$ cat config.mk
export PLATFORM = sky130hd
export DESIGN_NAME = five_sentense_1
export DESIGN_NICKNAME = d
export VERILOG_FILES = /design/src/rtl/five_sentense_1_pkg.sv /design/src/rtl/five_sentense_1_popcount5.sv /design/src/rtl/five_sentense_1.sv
export SDC_FILE = /design/constraint.sdc
export NUM_CORES = 1
export LEC_CHECK = 0
export CAP_MARGIN = 20
export CORE_AREA = 10 10 47 49
export CTS_CLUSTER_SIZE = 10
export DETAILED_ROUTE_END_ITERATION = 12
export DIE_AREA = 0 0 57 59
export SYNTH_ARGS = -nofsm -noshare
export SYNTH_HDL_FRONTEND = slang
export SYNTH_HIERARCHICAL = 1
export SYNTH_SLANG_ARGS = --single-unit
$ cat constraint.sdc
create_clock -name clk -period 4.54 [get_ports clk]
set_input_delay 0.908 -clock clk [delete_from_list [all_inputs] [get_ports clk]]
set_output_delay 0.908 -clock clk [all_outputs]
set_load 0.01 [all_outputs]
$ cat src/rtl/five_sentense_1_pkg.sv
// rtl/five_sentense_1_pkg.sv - shared constants for the five-input vote block
package five_sentense_1_pkg;

    localparam int N_VOTES           = 5;
    localparam int CNT_W             = 3;
    localparam int THRESHOLD_DEFAULT = 3;

endpackage

$ cat src/rtl/five_sentense_1_popcount5.sv
// rtl/five_sentense_1_popcount5.sv - combinational yes-count of the five votes
module popcount5
    import five_sentense_1_pkg::*;
(
    input  logic [N_VOTES-1:0] votes,
    output logic [CNT_W-1:0]   count
);

    always_comb begin
        count = '0;
        for (int i = 0; i < N_VOTES; i++) begin
            count = count + CNT_W'(votes[i]);
        end
    end

endmodule

$ cat src/rtl/five_sentense_1.sv
// rtl/five_sentense_1.sv - registered threshold vote with count, unanimity flags and rise pulse
module five_sentense_1
    import five_sentense_1_pkg::*;
#(
    parameter int THRESHOLD = THRESHOLD_DEFAULT
) (
    input  logic             clk,
    input  logic             rst_n,
    input  logic             A,
    input  logic             B,
    input  logic             C,
    input  logic             D,
    input  logic             E,
    output logic             Y,
    output logic [CNT_W-1:0] vote_cnt,
    output logic             all_yes,
    output logic             all_no,
    output logic             y_rise
);

    logic [CNT_W-1:0] cnt;
    logic             y_next;

    popcount5 u_popcount5 (
        .votes ({A, B, C, D, E}),
        .count (cnt)
    );

    assign y_next = (cnt >= CNT_W'(THRESHOLD));

    // y_rise compares the new decision with the registered one, so a reset
    // (Y forced to 0) followed by a yes-majority yields a pulse.
    always_ff @(posedge clk) begin
        if (!rst_n) begin
            Y        <= 1'b0;
            vote_cnt <= '0;
            all_yes  <= 1'b0;
            all_no   <= 1'b0;
            y_rise   <= 1'b0;
        end else begin
            Y        <= y_next;
            vote_cnt <= cnt;
            all_yes  <= (cnt == CNT_W'(N_VOTES));
            all_no   <= (cnt == '0);
            y_rise   <= y_next & ~Y;
        end
    end

endmodule

==> Yosys cells after proc, flatten, opt, wreduce, memory -nomap -nowiden <==
Index checks and enable logic that the tools add are counted.
{ "word_totals": {"inputBits": 7, "out_inout_bits": 7, "elab_cells": 14, "mem_count": 0, "latch_bits": 0, "romBits": 0, "ff_bits": 7, "ram_bits": 0} }
{ "classes": {"n_mux": 0, "shifts": 0, "add_sub_neg": 4, "n_reduce_logical": 1, "eq_ne": 1, "n_bitwise": 2, "n_div": 0, "multipliers": 0, "order_cmp": 1} }
{ "op_table": {"columns": ["operator", "n"], "rows": [
  ["$add A3 B1 Y3", 3],
  ["$eq A3 B3 Y1 const B", 1],
  ["$ge A3 B2 Y1 const B", 1],
  ["$logic_not A3 Y1", 1],
  ["$add A1 B1 Y2", 1],
  ["$and A1 B1 Y1", 1],
  ["$not A1 Y1", 1]
]} }

==> Depth between registers and ports, before layout <==
Gate-level depths: netlist (run 1).
{ "logic_depth": {"depth_word": 6, "mapped_depth": 8, "depth_no_buf": 8} }

==> Hierarchy <==
The synthesis (run 1) kept the hierarchy.
{ "modules_own_cells": {"columns": ["mod", "instances", "seq_area_each_um2", "cells_each", "area_each_um2"], "rows": [
  ["five_sentense_1", 1, 140.1, 15, 205.2],
  ["popcount5", 1, 0.0, 9, 83.8]
]} }

==> Least setup slack after synthesis (run 1) <==
No wires, ideal clock.
{ "synth_timing": {"path_kind": "input to register", "start": "input E", "end": "register Y", "path_stages": 8, "required_ns": 4.418, "t_arrival_ns": 2.602, "setup_slack_ns": 1.816, "cell_sequence": "ha_1 inv_1 fa_1 inv_1 ha_1 fa_1 a21oi_1 nor2b_1"} }
{ "synth_via": {"elab_chain_cells": 5} }
{ "synth_rtl": {"columns": ["element", "line", "rtl"], "rows": [
  ["from (decl)", "five_sentense_1.sv:13", "input logic E,"],
  ["$add A1 B1 Y2", "five_sentense_1_popcount5.sv:12", "count = count + CNT_W'(votes[i]);"],
  ["$add A3 B1 Y3 (3 in a row)", "five_sentense_1_popcount5.sv:12", null],
  ["named net cnt[1]", "five_sentense_1.sv:21", "logic [CNT_W-1:0] cnt;"],
  ["$ge A3 B2 Y1", "five_sentense_1.sv:29", "assign y_next = (cnt >= CNT_W'(THRESHOLD));"],
  ["to (signal assigned)", "five_sentense_1.sv:41", "Y <= y_next;"],
  ["to (decl)", "five_sentense_1.sv:14", "output logic Y,"]
]} }
The timed path passes the listed nets, and every way through them passes these cells.
A chain may end at the register's enable or synchronous reset.

==> Worst setup path in the final report (run 1) <==
Ends and elaborated chain as after synthesis.

==> results.txt, run 1 <==
The count of cells along the worst hold path came out at 1. The tools report the Yosys warning count as 6. At the worst endpoint, the required time is 4670 ps. For this run, the slowest stage of the critical path takes 480 ps. The logs give 0 for the post-cts repair resize count and 14 for the I/O pin count. TritonCTS built the clock tree.

The signal on the critical path passes through clkdlybuf4s50_1 > ha_1 > inv_1 > fa_1 > inv_1 > ha_1 > fa_1 > a21oi_1 > nor2b_1. The floorplan step defined a die boundary enclosing 0.00336 sq mm. The max-cap violation count is 0. Once placement finished, the instance area stood at 439 sq um. Setup violations remaining at the end of the flow were counted as 0. The number of buffers and inverters on the critical path is 3. The run finished with clean final reports. Setup slack on the critical path of the routed design comes to 1550 ps.

Across all register-to-register paths, the minimum setup slack is 4010 ps. Ranked by total cell area, the synthesized netlist is headed by sky130_fd_sc_hd__dfxtp_1 48%, sky130_fd_sc_hd__fa_1 14%, sky130_fd_sc_hd__ha_1 8.7%. The maximum level of the CTS H-tree was 1; the worst-case clock skew was 0.0442 ps. The total routing resource utilization after global routing is 3.85%. Setup repair after global routing left no endpoint under its margin.

The worst setup path is launched from an input port. The area of all placed cells without fillers was 465 sq um; the post-placement worst setup slack was 1270 ps. The logs give 1 for the detailed-routing iteration count for the pre-antenna-repair pass and 20.6% for the starting density of the core. The wire-length estimate of the detail-placed layout is 472 um. Area used by sequential logic in the layout: 140 sq um. The logs give 959 um for the wire length of the first global-routing pass and 0 for the sum of overflow across all layers after global routing. Global routing consumed, on the met2 layer, 4.50% of the routing resources. At the end of routability-driven placement, the weighted congestion stood at 0.637. For this design the ratio of total power to cell area is 382 mW/mm^2. The core outline area is 0.00140 sq mm, and the die width is 57 um. On the critical path, the stage with the largest delay is an instance of sky130_fd_sc_hd__fa_1. In this run the worst path has a maximum fanout of 4. The endpoint identified for the worst register-to-register timing path is y_rise. The per-cell routed wire length was 9.30 um; the fraction of synthesized cell area taken by the top area cell type was 48.5%.

After the first detailed-routing iteration, the DRC count stood at 0. The proportion of layout cells with a drive suffix above 1 is 17.1%. Summed over all failing endpoints, the final setup total negative slack is 0 ps. The multi-input combinational cells in the finished layout cover a total of 130 sq um. Initial antenna violation count: 0. Data on the critical path arrives at its endpoint at 3110 ps.

Total count of max-transition violations in the final report: 0. In this run the clock root is driven by a sky130_fd_sc_hd__clkbuf_4. The worst ir drop on vdd was 0.174 mV; the clock transition time at the flip-flop clock pins of the worst setup and hold paths was 50 ps.

The fraction of the yosys area taken by sequential cells was 48.5%; the net count after synthesis was 35. Insertion delay to the later sink of the worst-skew pair: 240 ps. The largest total area in the synthesized netlist belongs to sky130_fd_sc_hd__dfxtp_1. Row generation in the floorplan step produced 14 rows. The global routing's busiest layer is met3. The number of cells on the worst reg-to-reg path works out to 1.

The post-CTS setup repair buffer count is 0, and the maximum number of pins on one net before global-route repair is 7. The cell area after synthesis was 289 sq um. Across all hold checks on the routed design, the worst slack comes to 431 ps. The worst setup path is of the input port to register kind.

The number of remaining DRC errors was 0. The worst hold path belongs to the class register to register. For the pin with the worst max-slew slack, the measured transition is 234 ps.

Each instance of the synthesized netlist takes up on average 12.0 sq um. For this run, the top clock speed supported by timing is 335 MHz. For the net count reported at finish, the log shows 53.

The worst setup path is captured at a register. The TritonCTS buffer count was 3; the number of buffers inserted by port buffering was 13. For the number of antenna cells inserted, the log shows 0. The total via count in the routed design came out at 214.

The normalized max-slew margin came out at 84.2%. For this design, the sink count on the clock tree is 7. The worst hold path begins at Y. Counting distinct cell types in the post-synthesis netlist gives 11. The area added between synthesis and finish is 61.0%.

Family of cells with the greatest summed delay on the critical path: adder cells. The number of global-route vias before repair was 247. The end point of the most critical hold path was y_rise. Launch point of the worst reg-to-reg path: Y.

Counting along the longest clock path gives a buffer depth of 2. The worst path uses 65.8% of the clock period. Global routing consumed, on the met3 layer, 4.51% of the routing resources. Counting the fill cells in the layout gives 166. The logs give 3.58% for the met1 global-route usage and 0.000206 uW for the reported leakage power.

The clock period minus final worst setup slack is 2990 ps, and the overall routed net length is 530 um. The synthesis-stage register bit count was 7; the cell count after synthesis was 24. The die outline height came out at 59 um. In this run, post-CTS hold repair placed 0 buffers.

The post-detailed-route count of antenna-violating nets is 0. The tools report the final number of hold-violating endpoints as 0. The detailed-route vias per instance was 3.75.
cell type report:
type | instances | area share (%)
Sequential cell | 7 | 30.1
Tap cell | 16 | 4.30
Inverter | 5 | 4.03
Timing Repair Buffer | 13 | 28.0
Clock buffer | 4 | 5.65
Multi-Input combinational cell | 12 | 28.0
routing by layer:
| layer | wire [um] | part of all wire (%) | vias to the layer above |
|---|---|---|---|
| li1 | - | - | 109 |
| met1 | 216 | 41 | 91 |
| met2 | 186 | 35 | 14 |
| met3 | 126 | 24 | 0 |
| met4 | 0 | 0 | 0 |
| met5 | 0 | 0 | - |
worst max path at each step:
stage / startpoint / endpoint / slack [ps] / depth (start not counted)
global placement: E / Y / 1310 / 9
detailed placement: E / Y / 1270 / 9
CTS: E / Y / 1540 / 9
floorplan: E / Y / 1820 / 8
finish: E / Y / 1550 / 9
global route: D / Y / 1440 / 9
cell families (layout without fill, tap and decap cells):
logic type	after synthesis	count (layout)	synth area share, %
AOI/OAI and AO/OA	1	1	1.73
DFF	7	7	48.5
and+or+nand+nor	7	7	20.8
adders and majority gates	4	4	22.5
buffers and inverters	5	22	6.49
sequential cells by signal, indices dropped and copies added, names as in the netlist:
signal / flops
all_no: 1
Y: 1
y_rise: 1
all_yes: 1
vote_cnt: 3
report_power, final:
| part | internal (uW) | total, uW | leakage, uW | switching (uW) |
|---|---|---|---|---|
| registers | 70.1 | 72.5 | 0.0000577 | 2.37 |
| clock network | 33.4 | 53.9 | 0.0000150 | 20.5 |
| logic | 31.0 | 51.6 | 0.000133 | 20.6 |
cells in the final DEF, fill, tap and decap left out, drive strengths merged:
master	instances
clkdlybuf4s50	13
a21oi	1
nor4b	1
and2	3
nor2b	1
ha	2
inv	5
nor3b	1
dfxtp	7
clkbuf	4
and3b	1
fa	2
synthesized netlist by cell type, drive strengths merged:
cell type,count
and2,3
fa,2
nor4b,1
nor3b,1
nor2b,1
dfxtp,7
inv,5
ha,2
a21oi,1
and3b,1
per-stage QoR:
stage / utilization, % / std cells / total power, uW
finish: 33.2 / 57 / 178
detailed placement: 31.3 / 53 / 127
global route: 33.2 / 57 / 194
CTS: 33.2 / 57 / 183
floorplan: - / 24 / 99.9
global placement: 31.3 / 53 / 126
Note: power is estimated with default switching activity, not from simulation.
==> run 2: changes to the inputs <==
==> constraint.sdc (replaced) <==
create_clock -name clk -period 2.5 [get_ports clk]
set_input_delay 0.5 -clock clk [delete_from_list [all_inputs] [get_ports clk]]
set_output_delay 0.5 -clock clk [all_outputs]
set_load 0.01 [all_outputs]
==> run 2 against run 1 <==
Worst setup slack worse by 1400 ps. Worst hold slack better by 6.4 ps. Utilization up 0.89 points. Register-to-register slack lost 2100 ps. Die area unchanged. Critical endpoint is now all_yes. Clock skew about the same. Global-route usage up 0.31 points. First-iteration DRC count increased by 2. Largest power group unchanged. Total power up 88%.
==> results.txt, run 2 (same netlist as run 1, synthesis figures left out) <==
The tools report the total via count in the routed design as 215 (+0.47%). The overall routed net length was 560 um (+5.7%); the final design utilization was 34.1% (+0.89 points). The maximum single-stage delay on the critical path works out to 580 ps (+100 ps).

The worst setup path is launched from an input port. The run gives 2 (+1) as the detailed-routing iteration count for the pre-antenna-repair pass. The die outline height was 59 um (unchanged); the number of flip-flops in the largest register was 3 (unchanged).

For the starting density of the core, the log shows 20.6% (unchanged). The type of the setup path with the least slack is input port to register. The run gives 0 (unchanged) as the final number of hold-violating endpoints. The family of cells with the greatest summed delay on the critical path was adder cells. The post-CTS setup repair buffer count came out at 0 (unchanged). For the maximum level of the CTS H-tree, the log shows 1 (unchanged).

The tools report the worst-case clock skew as 0.0470 ps (+0.00286 ps). Top register by number of flip-flops: vote_cnt. Weighted congestion reported at the end of routability-driven placement: 0.630 (-1.1%). The clock net sink count is 7 (unchanged). The overall power consumption is 335 uW (+88%). The clock period could shrink to 2360 ps.

The tools report the core outline area as 0.00140 sq mm (unchanged). Die width: 57 um (unchanged). Setup repair after global routing left no endpoint under its margin. The initial antenna violation count came out at 0 (unchanged). For the count of routing violations after the opening detailed-route iteration, the log shows 2 (+2). The total power divided by cell area is 701 mW/mm^2 (+83%), and the maximum root-to-sink buffer count is 2 (unchanged).

The clock transition time at the flip-flop clock pins of the worst setup and hold paths was 50 ps (about the same). The tools report the count of endpoints failing setup in the final report as 0 (unchanged). The estimated wirelength of the detail-placed design is 458 um (-3.0%).

The total count of max-transition violations in the final report is 0 (unchanged). The run finished with clean final reports. The TritonCTS buffer count is 3 (unchanged), and the number of global-route vias before repair is 266 (+7.7%). The worst setup path is captured at a register. Leading cell type in the layout, fill and taps excluded: sky130_fd_sc_hd__clkdlybuf4s50_1. The path class of the tightest hold or removal check is register to register. The per-cell routed wire length is 9.82 um (+5.7%), and the max-cap violation count is 0 (unchanged). The critical path data required time was 2640 ps (-2030 ps); the maximum number of pins on one net before global-route repair was 7 (unchanged). The total routing resource utilization after global routing is 4.16% (+0.31 points), and the post-detailed-route count of antenna-violating nets is 0 (unchanged). The net count reported at finish is 53 (unchanged), and the detailed-route vias per instance is 3.77 (+0.47%). I/O pin count: 14 (unchanged). From synthesis to final layout, the design area changed by 65.4%. The insertion delay to the later sink of the worst-skew pair was 240 ps (about the same). The hold buffer count at CTS was 0 (unchanged). The total number of placement rows was 14 (unchanged); the proportion of layout cells with a drive suffix above 1 was 26.8% (+9.8 points). The reported leakage power was 0.000208 uW (+0.85%); the slew at the pin closest to its max-slew limit was 171 ps (-63.1 ps). In the layout the commonest cells are 11 x sky130_fd_sc_hd__clkdlybuf4s50_1, 7 x sky130_fd_sc_hd__dfxtp_1, 5 x sky130_fd_sc_hd__inv_1. The run gives 6 (+6) as the post-cts repair resize count. The critical path goes through clkdlybuf4s50_1 > inv_1 > fa_1 > inv_1 > ha_2 > fa_2 > and3b_1. TritonCTS built the clock tree. The tools report the die footprint as 0.00336 sq mm (unchanged). Among all stages on the critical path, the largest delay is contributed by sky130_fd_sc_hd__fa_2.

The normalized max-slew margin is 88.6% (+4.4 points). The run gives 1080 um (+12%) as the wire length of the first global-routing pass. CTS placed an instance of sky130_fd_sc_hd__clkbuf_4 at the clock tree root. The number of buffers inserted by port buffering works out to 13 (unchanged). The logs give 438 ps (+6.38 ps) for the worst hold margin and 2490 ps (-620 ps) for the worst endpoint data arrival time. The highest fanout seen on the critical path works out to 4 (unchanged). The period utilization came out at 94.3%. The run gives 0.193 mV (+11%) as the worst ir drop on vdd. The run gives 0 (unchanged) as the number of antenna cells inserted.

By instance count, the cell type seen most on the critical path is sky130_fd_sc_hd__inv_1. The buffer and inverter count on the worst path works out to 3 (unchanged). Static timing analysis puts the maximum clock frequency at 424 MHz. The number of remaining DRC errors is 0 (unchanged), and the sum of overflow across all layers after global routing is 0 (unchanged).
[run 2: final timing paths]
path                            start      end  slack, ps  cells past startpoint
worst min-delay path                Y   y_rise        440                      1
worst max register to register      Y   y_rise       1960                      1
worst max-delay path                C  all_yes        140                      7
worst min register to register      Y   y_rise        440                      1
[run 2: final cells by class]
type	instances	area, sq um
clock buffers	4	26.3
fillers	163	923
inverters	5	18.8
flip-flops and latches	7	140
multi-input cells	12	145
repair buffers	13	128
well taps	16	20.0
[run 2: stage by stage]
stage / cells / cell area, sq um / setup slack [ps] / setup TNS (ps)
final: 57 / 478 / 141 / 0
after global routing: 57 / 478 / 65.2 / 0
after CTS: 57 / 478 / 144 / 0
after detailed placement: 53 / 439 / -337 / -1570
after global placement: 53 / 439 / -322 / -1510
after floorplan: 24 / 289 / 184 / 0
[run 2: metal layers]
metal	GRT usage, %	wire length, um	vias to the layer above
li1	-	-	108
met1	4.07	227	95
met2	4.96	223	12
met3	4.51	109	0
met4	3.02	0	0
met5	0	0	-
[run 2: report_power, final]
group          switching (uW)  internal [uW]  leakage (uW)
clock network            38.4           60.7     0.0000150
registers                4.37            127     0.0000577
logic                    42.9           61.3      0.000135
